===== config.mk =====
export PLATFORM = sky130hd
export DESIGN_NAME = logic_unit_pipe_flat
export DESIGN_NICKNAME = d
export VERILOG_FILES = /design/src/rtl/alu_pkg.sv /design/src/rtl/logic_unit_pipe_if.sv /design/src/rtl/logic_unit_core.sv /design/src/rtl/logic_unit_pipe.sv /design/src/flat_wrapper.sv
export SDC_FILE = /design/constraint.sdc
export NUM_CORES = 1
export LEC_CHECK = 0
export CORE_ASPECT_RATIO = 1.2
export CORE_UTILIZATION = 57
export CTS_CLUSTER_DIAMETER = 100
export DETAILED_ROUTE_END_ITERATION = 10
export GPL_TIMING_DRIVEN = 0
export PLACE_DENSITY = 0.88
export SLEW_MARGIN = 20
export SYNTH_ARGS = -nofsm -noshare
export SYNTH_HDL_FRONTEND = slang
export SYNTH_SLANG_ARGS = --single-unit

===== constraint.sdc =====
create_clock -name clk -period 6.3 [get_ports clk]
set_clock_uncertainty 0.2 [all_clocks]
set_input_delay 1.26 -clock clk [delete_from_list [all_inputs] [get_ports clk]]
set_output_delay 1.26 -clock clk [all_outputs]
set_load 0.01 [all_outputs]

===== src/rtl/alu_pkg.sv =====
// Shared definitions for the ALU logic unit: opcode encodings and the reference
// bitwise evaluation function used by both the datapath and its models.
package alu_pkg;

    localparam int LU_OP_W = 3;

    localparam logic [LU_OP_W-1:0] LU_AND   = 3'd0;
    localparam logic [LU_OP_W-1:0] LU_OR    = 3'd1;
    localparam logic [LU_OP_W-1:0] LU_XOR   = 3'd2;
    localparam logic [LU_OP_W-1:0] LU_NOR   = 3'd3;
    localparam logic [LU_OP_W-1:0] LU_NAND  = 3'd4;
    localparam logic [LU_OP_W-1:0] LU_XNOR  = 3'd5;
    localparam logic [LU_OP_W-1:0] LU_PASSA = 3'd6;
    localparam logic [LU_OP_W-1:0] LU_NOTA  = 3'd7;

    // Evaluated at the widest legal operand size; callers keep the low WIDTH bits,
    // which is exact because no operation moves information between bit positions.
    function automatic logic [63:0] lu_eval(input logic [LU_OP_W-1:0] op,
                                            input logic [63:0]        a,
                                            input logic [63:0]        b);
        logic [63:0] r;
        r = '0;
        case (op)
            LU_AND:   r = a & b;
            LU_OR:    r = a | b;
            LU_XOR:   r = a ^ b;
            LU_NOR:   r = ~(a | b);
            LU_NAND:  r = ~(a & b);
            LU_XNOR:  r = ~(a ^ b);
            LU_PASSA: r = a;
            LU_NOTA:  r = ~a;
            default:  r = '0;
        endcase
        return r;
    endfunction

endpackage


===== src/rtl/logic_unit_pipe_if.sv =====
// Operand/result handshake bundle between operand fetch, the logic unit and
// the ALU writeback mux. slave = the logic unit, master = its environment.
interface logic_unit_pipe_if
    import alu_pkg::*;
#(
    parameter int WIDTH = 32
) ();
    logic               in_valid;
    logic               in_ready;
    logic [LU_OP_W-1:0] op;
    logic [WIDTH-1:0]   a;
    logic [WIDTH-1:0]   b;
    logic               out_valid;
    logic               out_ready;
    logic [WIDTH-1:0]   out;
    logic               zero;
    logic               ones;
    logic               parity;

    modport slave (
        input  in_valid, op, a, b, out_ready,
        output in_ready, out_valid, out, zero, ones, parity
    );

    modport master (
        output in_valid, op, a, b, out_ready,
        input  in_ready, out_valid, out, zero, ones, parity
    );
endinterface


===== src/rtl/logic_unit_core.sv =====
// Combinational op mux plus zero/all-ones/parity flags for one operand set.
module logic_unit_core
    import alu_pkg::*;
#(
    parameter int WIDTH = 32
) (
    input  logic [LU_OP_W-1:0] op,
    input  logic [WIDTH-1:0]   a,
    input  logic [WIDTH-1:0]   b,
    output logic [WIDTH-1:0]   res,
    output logic               zero,
    output logic               ones,
    output logic               parity
);
    assign res    = WIDTH'(lu_eval(op, 64'(a), 64'(b)));
    assign zero   = ~|res;
    assign ones   = &res;
    assign parity = ^res;
endmodule


===== src/rtl/logic_unit_pipe.sv =====
// Pipelined WIDTH-bit logic unit with a registered valid/ready result stage.
// Define LOGIC_UNIT_SKID_EN to add a one-entry skid buffer and a registered in_ready.
module logic_unit_pipe
    import alu_pkg::*;
#(
    parameter int WIDTH = 32,
    parameter int OP_W  = LU_OP_W
) (
    input logic              clk,
    input logic              rst,
    logic_unit_pipe_if.slave bus
);
    logic [OP_W-1:0]  op_in;
    logic [WIDTH-1:0] in_res;
    logic             in_zero;
    logic             in_ones;
    logic             in_parity;

    logic [WIDTH-1:0] out_q;
    logic             zero_q;
    logic             ones_q;
    logic             parity_q;
    logic             out_valid_q;

    logic             in_fire;
    logic             out_fire;

    assign op_in = bus.op;

    logic_unit_core #(.WIDTH(WIDTH)) u_core_in (
        .op     (op_in),
        .a      (bus.a),
        .b      (bus.b),
        .res    (in_res),
        .zero   (in_zero),
        .ones   (in_ones),
        .parity (in_parity)
    );

    assign out_fire = out_valid_q && bus.out_ready;

`ifdef LOGIC_UNIT_SKID_EN
    // The skid keeps the accepted operands; a second core turns them into the
    // result so the stalled value is ready the moment the output drains.
    logic             skid_full;
    logic             in_ready_q;
    logic [OP_W-1:0]  skid_op;
    logic [WIDTH-1:0] skid_a;
    logic [WIDTH-1:0] skid_b;
    logic [WIDTH-1:0] skid_res;
    logic             skid_zero;
    logic             skid_ones;
    logic             skid_parity;
    logic             take_skid;
    logic             take_in;
    logic             fill_skid;

    logic_unit_core #(.WIDTH(WIDTH)) u_core_skid (
        .op     (skid_op),
        .a      (skid_a),
        .b      (skid_b),
        .res    (skid_res),
        .zero   (skid_zero),
        .ones   (skid_ones),
        .parity (skid_parity)
    );

    assign in_fire   = bus.in_valid && in_ready_q;
    assign take_skid = out_fire && skid_full;
    assign take_in   = in_fire && (!out_valid_q || bus.out_ready);
    assign fill_skid = in_fire && !take_in;

    // NOTE: sequential state uses non-blocking assignments so every flop samples
    // pre-edge values regardless of process ordering.
    always_ff @(posedge clk) begin
        if (rst) begin
            out_valid_q <= 1'b0;
            out_q       <= '0;
            zero_q      <= 1'b1;
            ones_q      <= 1'b0;
            parity_q    <= 1'b0;
            skid_full   <= 1'b0;
            in_ready_q  <= 1'b1;
        end else begin
            if (take_skid) begin
                out_q      <= skid_res;
                zero_q     <= skid_zero;
                ones_q     <= skid_ones;
                parity_q   <= skid_parity;
                skid_full  <= 1'b0;
                in_ready_q <= 1'b1;
            end else if (take_in) begin
                out_q       <= in_res;
                zero_q      <= in_zero;
                ones_q      <= in_ones;
                parity_q    <= in_parity;
                out_valid_q <= 1'b1;
            end else if (out_fire) begin
                out_valid_q <= 1'b0;
            end
            if (fill_skid) begin
                skid_full  <= 1'b1;
                in_ready_q <= 1'b0;
            end
        end
    end

    // NOTE: skid payload has no reset; skid_full alone says whether it is meaningful.
    always_ff @(posedge clk) begin
        if (fill_skid) begin
            skid_op <= op_in;
            skid_a  <= bus.a;
            skid_b  <= bus.b;
        end
    end

    assign bus.in_ready = in_ready_q;
`else
    logic in_ready;

    // Combinational from out_ready: a draining result frees the stage this cycle.
    assign in_ready = !out_valid_q || bus.out_ready;
    assign in_fire  = bus.in_valid && in_ready;

    // NOTE: sequential state uses non-blocking assignments so every flop samples
    // pre-edge values regardless of process ordering.
    always_ff @(posedge clk) begin
        if (rst) begin
            out_valid_q <= 1'b0;
            out_q       <= '0;
            zero_q      <= 1'b1;
            ones_q      <= 1'b0;
            parity_q    <= 1'b0;
        end else if (in_fire) begin
            out_q       <= in_res;
            zero_q      <= in_zero;
            ones_q      <= in_ones;
            parity_q    <= in_parity;
            out_valid_q <= 1'b1;
        end else if (out_fire) begin
            out_valid_q <= 1'b0;
        end
    end

    assign bus.in_ready = in_ready;
`endif

    assign bus.out_valid = out_valid_q;
    assign bus.out       = out_q;
    assign bus.zero      = zero_q;
    assign bus.ones      = ones_q;
    assign bus.parity    = parity_q;

endmodule

===== src/flat_wrapper.sv =====
// flat-port wrapper written by rule: the top's interface ports become plain ports
module logic_unit_pipe_flat import alu_pkg::*;
#(
    parameter int WIDTH = 32,
    parameter int OP_W  = LU_OP_W
)
  (clk, rst, bus_in_valid, bus_op, bus_a, bus_b, bus_out_ready, bus_in_ready, bus_out_valid, bus_out, bus_zero, bus_ones, bus_parity);
  logic_unit_pipe_if #(.WIDTH(WIDTH)) bus_i ();
  input logic clk;
  input logic rst;
  input wire logic [$bits(bus_i.in_valid)-1:0] bus_in_valid;
  input wire logic [$bits(bus_i.op)-1:0] bus_op;
  input wire logic [$bits(bus_i.a)-1:0] bus_a;
  input wire logic [$bits(bus_i.b)-1:0] bus_b;
  input wire logic [$bits(bus_i.out_ready)-1:0] bus_out_ready;
  output wire logic [$bits(bus_i.in_ready)-1:0] bus_in_ready;
  output wire logic [$bits(bus_i.out_valid)-1:0] bus_out_valid;
  output wire logic [$bits(bus_i.out)-1:0] bus_out;
  output wire logic [$bits(bus_i.zero)-1:0] bus_zero;
  output wire logic [$bits(bus_i.ones)-1:0] bus_ones;
  output wire logic [$bits(bus_i.parity)-1:0] bus_parity;
  assign bus_i.in_valid = bus_in_valid;
  assign bus_i.op = bus_op;
  assign bus_i.a = bus_a;
  assign bus_i.b = bus_b;
  assign bus_i.out_ready = bus_out_ready;
  assign bus_in_ready = bus_i.in_ready;
  assign bus_out_valid = bus_i.out_valid;
  assign bus_out = bus_i.out;
  assign bus_zero = bus_i.zero;
  assign bus_ones = bus_i.ones;
  assign bus_parity = bus_i.parity;
  logic_unit_pipe #(.WIDTH(WIDTH), .OP_W(OP_W)) u_core (.clk(clk), .rst(rst), .bus(bus_i));
endmodule

# Word level (Yosys, flattened, before mapping)
# Cells that the tools add are included.
dict set report word_totals {
  inputBits 71
  ff_bits 36
  word_cells 32
}
dict set report classes {
  reduce_logical 10
  muxes 3
  n_eq_ne 7
  n_bitwise 7
}
# op n
set ops {}
lappend ops {{$pmux W32 S8} 1}
lappend ops {{$not A32 Y32} 4}
lappend ops {{$and A32 B32 Y32} 1}
lappend ops {{$or A32 B32 Y32} 1}
lappend ops {{$reduce_and A32 Y1} 1}
lappend ops {{$reduce_or A32 Y1} 1}
lappend ops {{$reduce_xor A32 Y1} 1}
lappend ops {{$xor A32 B32 Y32} 1}
lappend ops {{$eq A3 B3 Y1 const B} 4}
lappend ops {{$eq A3 B2 Y1 const B} 2}
lappend ops {{$eq A3 B1 Y1 const B} 1}
lappend ops {{$logic_not A3 Y1} 1}
lappend ops {{$logic_and A1 B1 Y1} 2}
lappend ops {{$logic_not A1 Y1} 2}
lappend ops {{$mux W1} 2}
lappend ops {{$reduce_bool A2 Y1} 1}
lappend ops {{$logic_or A1 B1 Y1} 1}

# Logic depth before layout (Yosys ltp)
dict set report logic_depth {
  word_depth 5
  depth_mapped 13
  ltp_nobuf 12
}

# Hierarchy
# A second synthesis with hierarchy kept.
dict set report hier_totals {
  cells_unflattened 742
  hier_area_um2 6017.0
}
# mod seq_area_each_um2 instances cells_per_inst area_each_um2
set by_module_without_submodules {}
lappend by_module_without_submodules {logic_unit_core 0.0 1 577 4322.9}
lappend by_module_without_submodules {logic_unit_pipe 720.7 1 165 1694.1}

# Worst setup path after synthesis
# No wires, ideal clock.
dict set report synth_path {
  path_type {input to register}
  from {input port bus_b[22]}
  to {register u_core.parity_q, in the netlist u_core.bus.parity}
  t_arrival_ns 3.453
  n_path_buf 0
  setup_time_ns 0.086
  cell_stages 12
  setup_slack_ns 2.562
  path_cell_list {inv_1 -> ha_1 -> mux2_4 -> mux4_2 -> o21a_1 -> inv_1 -> ha_1 -> xor2_1 -> xnor2_1 -> xnor2_1 -> xnor2_1 -> a211oi_1}
}
dict set report synth_between {
  elab_chain_len 4
}
# item line
set synth_lines {}
lappend synth_lines {{start, declared} flat_wrapper.sv:14} ;# input wire logic [$bits(bus_i.b)-1:0] bus_b;
lappend synth_lines {{$xor A32 B32 Y32 (tied with other cells)} {alu_pkg.sv:26, alu_pkg.sv:29}}
lappend synth_lines {{$not A32 Y32, on equally long branches} {alu_pkg.sv:29, alu_pkg.sv:27, alu_pkg.sv:28}}
lappend synth_lines {{$pmux W32 S8 *} alu_pkg.sv:23} ;# case (op)
lappend synth_lines {{via u_core.in_res[22]} logic_unit_pipe.sv:14} ;# logic [WIDTH-1:0] in_res;
lappend synth_lines {{$reduce_xor A32 Y1 *} logic_unit_core.sv:18} ;# assign parity = ^res;
lappend synth_lines {{end signal, assigned} logic_unit_pipe.sv:138} ;# parity_q <= in_parity;
lappend synth_lines {{end, declared} logic_unit_pipe.sv:22} ;# logic parity_q;
# Mark *: on every way through the listed nets, which the timed path passes. The rest lies on a longest branch.
# A chain may end at the register's enable or synchronous reset.

# Worst setup path after layout
dict set report layout_path {
  from {input port bus_a[11]}
  to {register u_core.parity_q, in the netlist u_core.bus.parity}
}
dict set report layout_between {
  elab_chain_len 4
}
# item line
set layout_lines {}
lappend layout_lines {{start, declared} flat_wrapper.sv:13} ;# input wire logic [$bits(bus_i.a)-1:0] bus_a;
lappend layout_lines {{$xor A32 B32 Y32 (tied with other cells)} {alu_pkg.sv:26, alu_pkg.sv:29}}
lappend layout_lines {{$not A32 Y32, on equally long branches} {alu_pkg.sv:29, alu_pkg.sv:27, alu_pkg.sv:28}}
lappend layout_lines {{$pmux W32 S8 *} alu_pkg.sv:23}
lappend layout_lines {{via u_core.in_res[11]} logic_unit_pipe.sv:14}
lappend layout_lines {{$reduce_xor A32 Y1 *} logic_unit_core.sv:18}
# Marked as above.

==> metrics.md <==
| Metric | Value |
|---|---|
| Status | `finished clean` |
| Vias per std cell | `5.70` |
| Clock transition at path regs | `70 ps` |
| Pin count of the biggest net entering global routing | `12` |
| Crit path launch type | `input port` |
| Initial antenna violation count | `0` |
| Placed Cells | `813` |
| Synth unique cells | `36` |
| CTS sink count | `36` |
| Vias in the first global route | `4848` |
| Ratio of cells with drive above 1 in the final layout | `13.8%` |
| Leak | `3.15 nW` |
| Post-CTS sizing | `0` |
| YS warnings | `0` |
| Fillers | `647` |
| Largest delay share family, worst path | `multiplexers` |
| Synthesized flop and latch total | `36` |
| P per Cell Area | `165 nW/um^2` |
| Syn Nets | `759` |
| Post-Layout Cell Count | `821` |
| Grt total ovfl | `0` |
| Slew Limit Headroom | `58.9%` |
| Hold path depth | `2` |
| Crit path buf inv count | `3` |
| Yosys top cell by area | `ha_1` |
| Hold Fails Final Rpt | `0` |
| Slew Limit Fails | `0` |
| DR vias | `4680` |
| Max rail drop VDD | `0.131 mV` |
| Post-synthesis mux area share | `26.5%` |
| FP Rows | `37` |
| Cells after synthesis | `592` |
| Layout Nets | `870` |
| Final min period | `4240 ps` |
| Top post-synthesis cells by area | `ha_1 (23%), dfxtp_1 (14%), mux4_2 (13%)` |
| Area Overhead vs Synth | `25.3%` |
| RSZ-0062 raised after global routing | `no` |
| Simple-gate portion of the synthesized area | `9.26%` |
| Tcrit/Tclk final | `67.4%` |
| Fmax | `0.236 GHz` |
| Xor and xnor area share after synthesis | `7.75%` |
| Final setup fails | `0` |
| Data required time of the worst path | `6310 ps` |
| Crit path cell chain | `clkdlybuf4s50_1 > inv_1 > ha_1 > mux2_4 > mux4_2 > o21a_1 > inv_1 > ha_1 > xor2_1 > xnor2_1 > xnor2_1 > xnor2_1 > a211oi_1` |
| Endpoint class of the critical path | `register` |
| Worst-Skew Late Latency | `290 ps` |
| CTS buffer count | `5` |
| Die Wd | `89.2 um` |
| Max Cap Viol | `0` |
| Sequential area share after synthesis | `13.9%` |
| Stages on the worst setup path | `13` |
| First-pass GRT wire length | `21800 um` |
| Max H-tree Level | `2` |
| Antenna fix cells | `0` |
| Post-CTS setup buffer count | `0` |
| DP HPWL | `11200 um` |
| Commonest non-fill, non-tap cell in the layout | `clkdlybuf4s50_1` |
| Post-route ant nets | `0` |
| Starting density of the core | `59.8%` |
| DR DRC count | `0` |
| First-pass DRT Iterations | `5` |
| Placer Congestion | `0.956` |
| CTS Hold Buffers Added | `0` |
| WS Path Type | `in2reg` |
| Most frequent cells in the layout | `clkdlybuf4s50_1 (104), inv_1 (98), ha_1 (96)` |
| GRT Util Overall | `29.4%` |
| Die area | `9510 um^2` |
| Clock Path Buffers | `2` |
| Worst Path Arrival | `4250 ps` |
| DRT Wirelength | `13500 um` |
| Critical path's largest stage delay | `550 ps` |
| Yosys top cell area share | `23.1%` |
| HP Class | `reg2reg` |
| Worst slew pin tran | `617 ps` |
| R2r worst-path depth | `6` |
| IO buf count | `104` |
| Cell Area, Synth | `5200 um^2` |
| Post-Route Setup TNS | `0 ps` |
| Core area | `8700 um^2` |
| Num ports | `108` |
| Avg Cell Area, Syn | `8.79 um^2` |
| Clk root buf | `clkbuf_8` |
| CTS tree | `done` |
| Crit-path max FO | `3` |
| DR iter-0 viols | `261` |
| Wire length per cell | `16.5 um` |
| Synth Area in Compound Gates | `8.23%` |
| Die height | `107 um` |
| Most common cell on crit path | `xnor2_1` |
| Post-synthesis adder-cell area fraction | `23.1%` |
| Critical Path Slowest Stage Cell | `clkdlybuf4s50_1` |
| Largest family of logic cells by synthesized area | `multiplexers` |
-- tightest hold or removal path: cells and delay by family (launching register included) --
family | cells | cell delay [ps]
flops | 1 | 310
compound gates | 1 | 50
simple gates | 1 | 50
-- synthesized netlist by cell type --
cell type,instances
mux2i_1,31
buf_8,1
nor2_1,25
o21a_1,9
nand2b_1,2
mux2_1,3
xnor2_1,14
nand3_1,1
buf_4,6
nor4_1,1
a221oi_1,1
mux2_2,23
or3_4,1
o21ai_0,3
clkbuf_1,9
mux4_2,31
or3_1,1
ha_1,96
buf_6,5
buf_1,2
and2_1,1
or4_1,1
a21o_1,2
nand3b_1,2
nand2_1,68
or2_2,1
nor2b_1,1
inv_1,98
xor2_1,32
a211oi_1,6
mux2_4,5
o21a_2,3
a21oi_1,50
nand4_1,8
dfxtp_1,36
buf_2,13
-- metal layers --
metal | global-route usage [%] | vias up | wire length, um
met4 | 13.9 | 0 | 596
li1 | - | 2191 | -
met5 | 0 | - | 0
met1 | 33.0 | 2229 | 5190
met2 | 54.5 | 204 | 7080
met3 | 2.69 | 56 | 658
-- report_power, final --
group	switching (mW)	internal, mW
Clock	0.0825	0.140
Sequential	0.0122	0.249
Combinational	0.282	0.310
Total	0.376	0.698
-- through the flow --
step                      hold WS, ps  utilization (%)  cell area (um^2)  worst slack (ps)  power (mW)
after floorplan                   281                -              5200              2560       0.661
after global routing              279             74.9              6520              1940        1.14
after global placement            244             73.4              6390              1910       0.819
final                             262             74.9              6520              2060        1.07
after CTS                         264             74.9              6520              2110        1.07
after detailed placement          253             73.4              6390              1810       0.847
-- sequential cells by signal, indices dropped and copies added, names as in the netlist --
register              flops
u_core.bus.out           32
u_core.bus.ones           1
u_core.bus.out_valid      1
u_core.bus.parity         1
u_core.bus.zero           1
-- logic make-up (layout without fill, tap and decap cells) --
group	after synthesis	in the layout
AO/OA/AOI/OAI	74	74
XOR/XNOR	46	46
flip-flops	36	36
adder cells (fa/ha/maj)	96	96
multiplexers	93	93
AND/OR/NAND/NOR	113	113
buffers and inverters	134	246
-- worst paths after layout --
kind,start,endpoint,slack [ps]
max,bus_a[11],u_core.bus.parity,2060
max reg2reg,u_core.bus.out_valid,u_core.bus.out[18],4550
min,u_core.bus.out[12],u_core.bus.out[12],260
min reg2reg,u_core.bus.out[12],u_core.bus.out[12],260
-- final cells by class --
type / count / area, um^2 / area share (%)
multi-input cells: 422 / 3890 / 59.7
flip-flops and latches: 36 / 721 / 11.1
well taps: 117 / 146 / 2.25
inverters: 98 / 368 / 5.65
clock buffers: 7 / 96.3 / 1.48
clock inverters: 1 / 30.0 / 0.461
plain buffers: 36 / 223 / 3.42
repair buffers: 104 / 1040 / 16.0
Note: power is estimated with default switching activity, not from simulation.
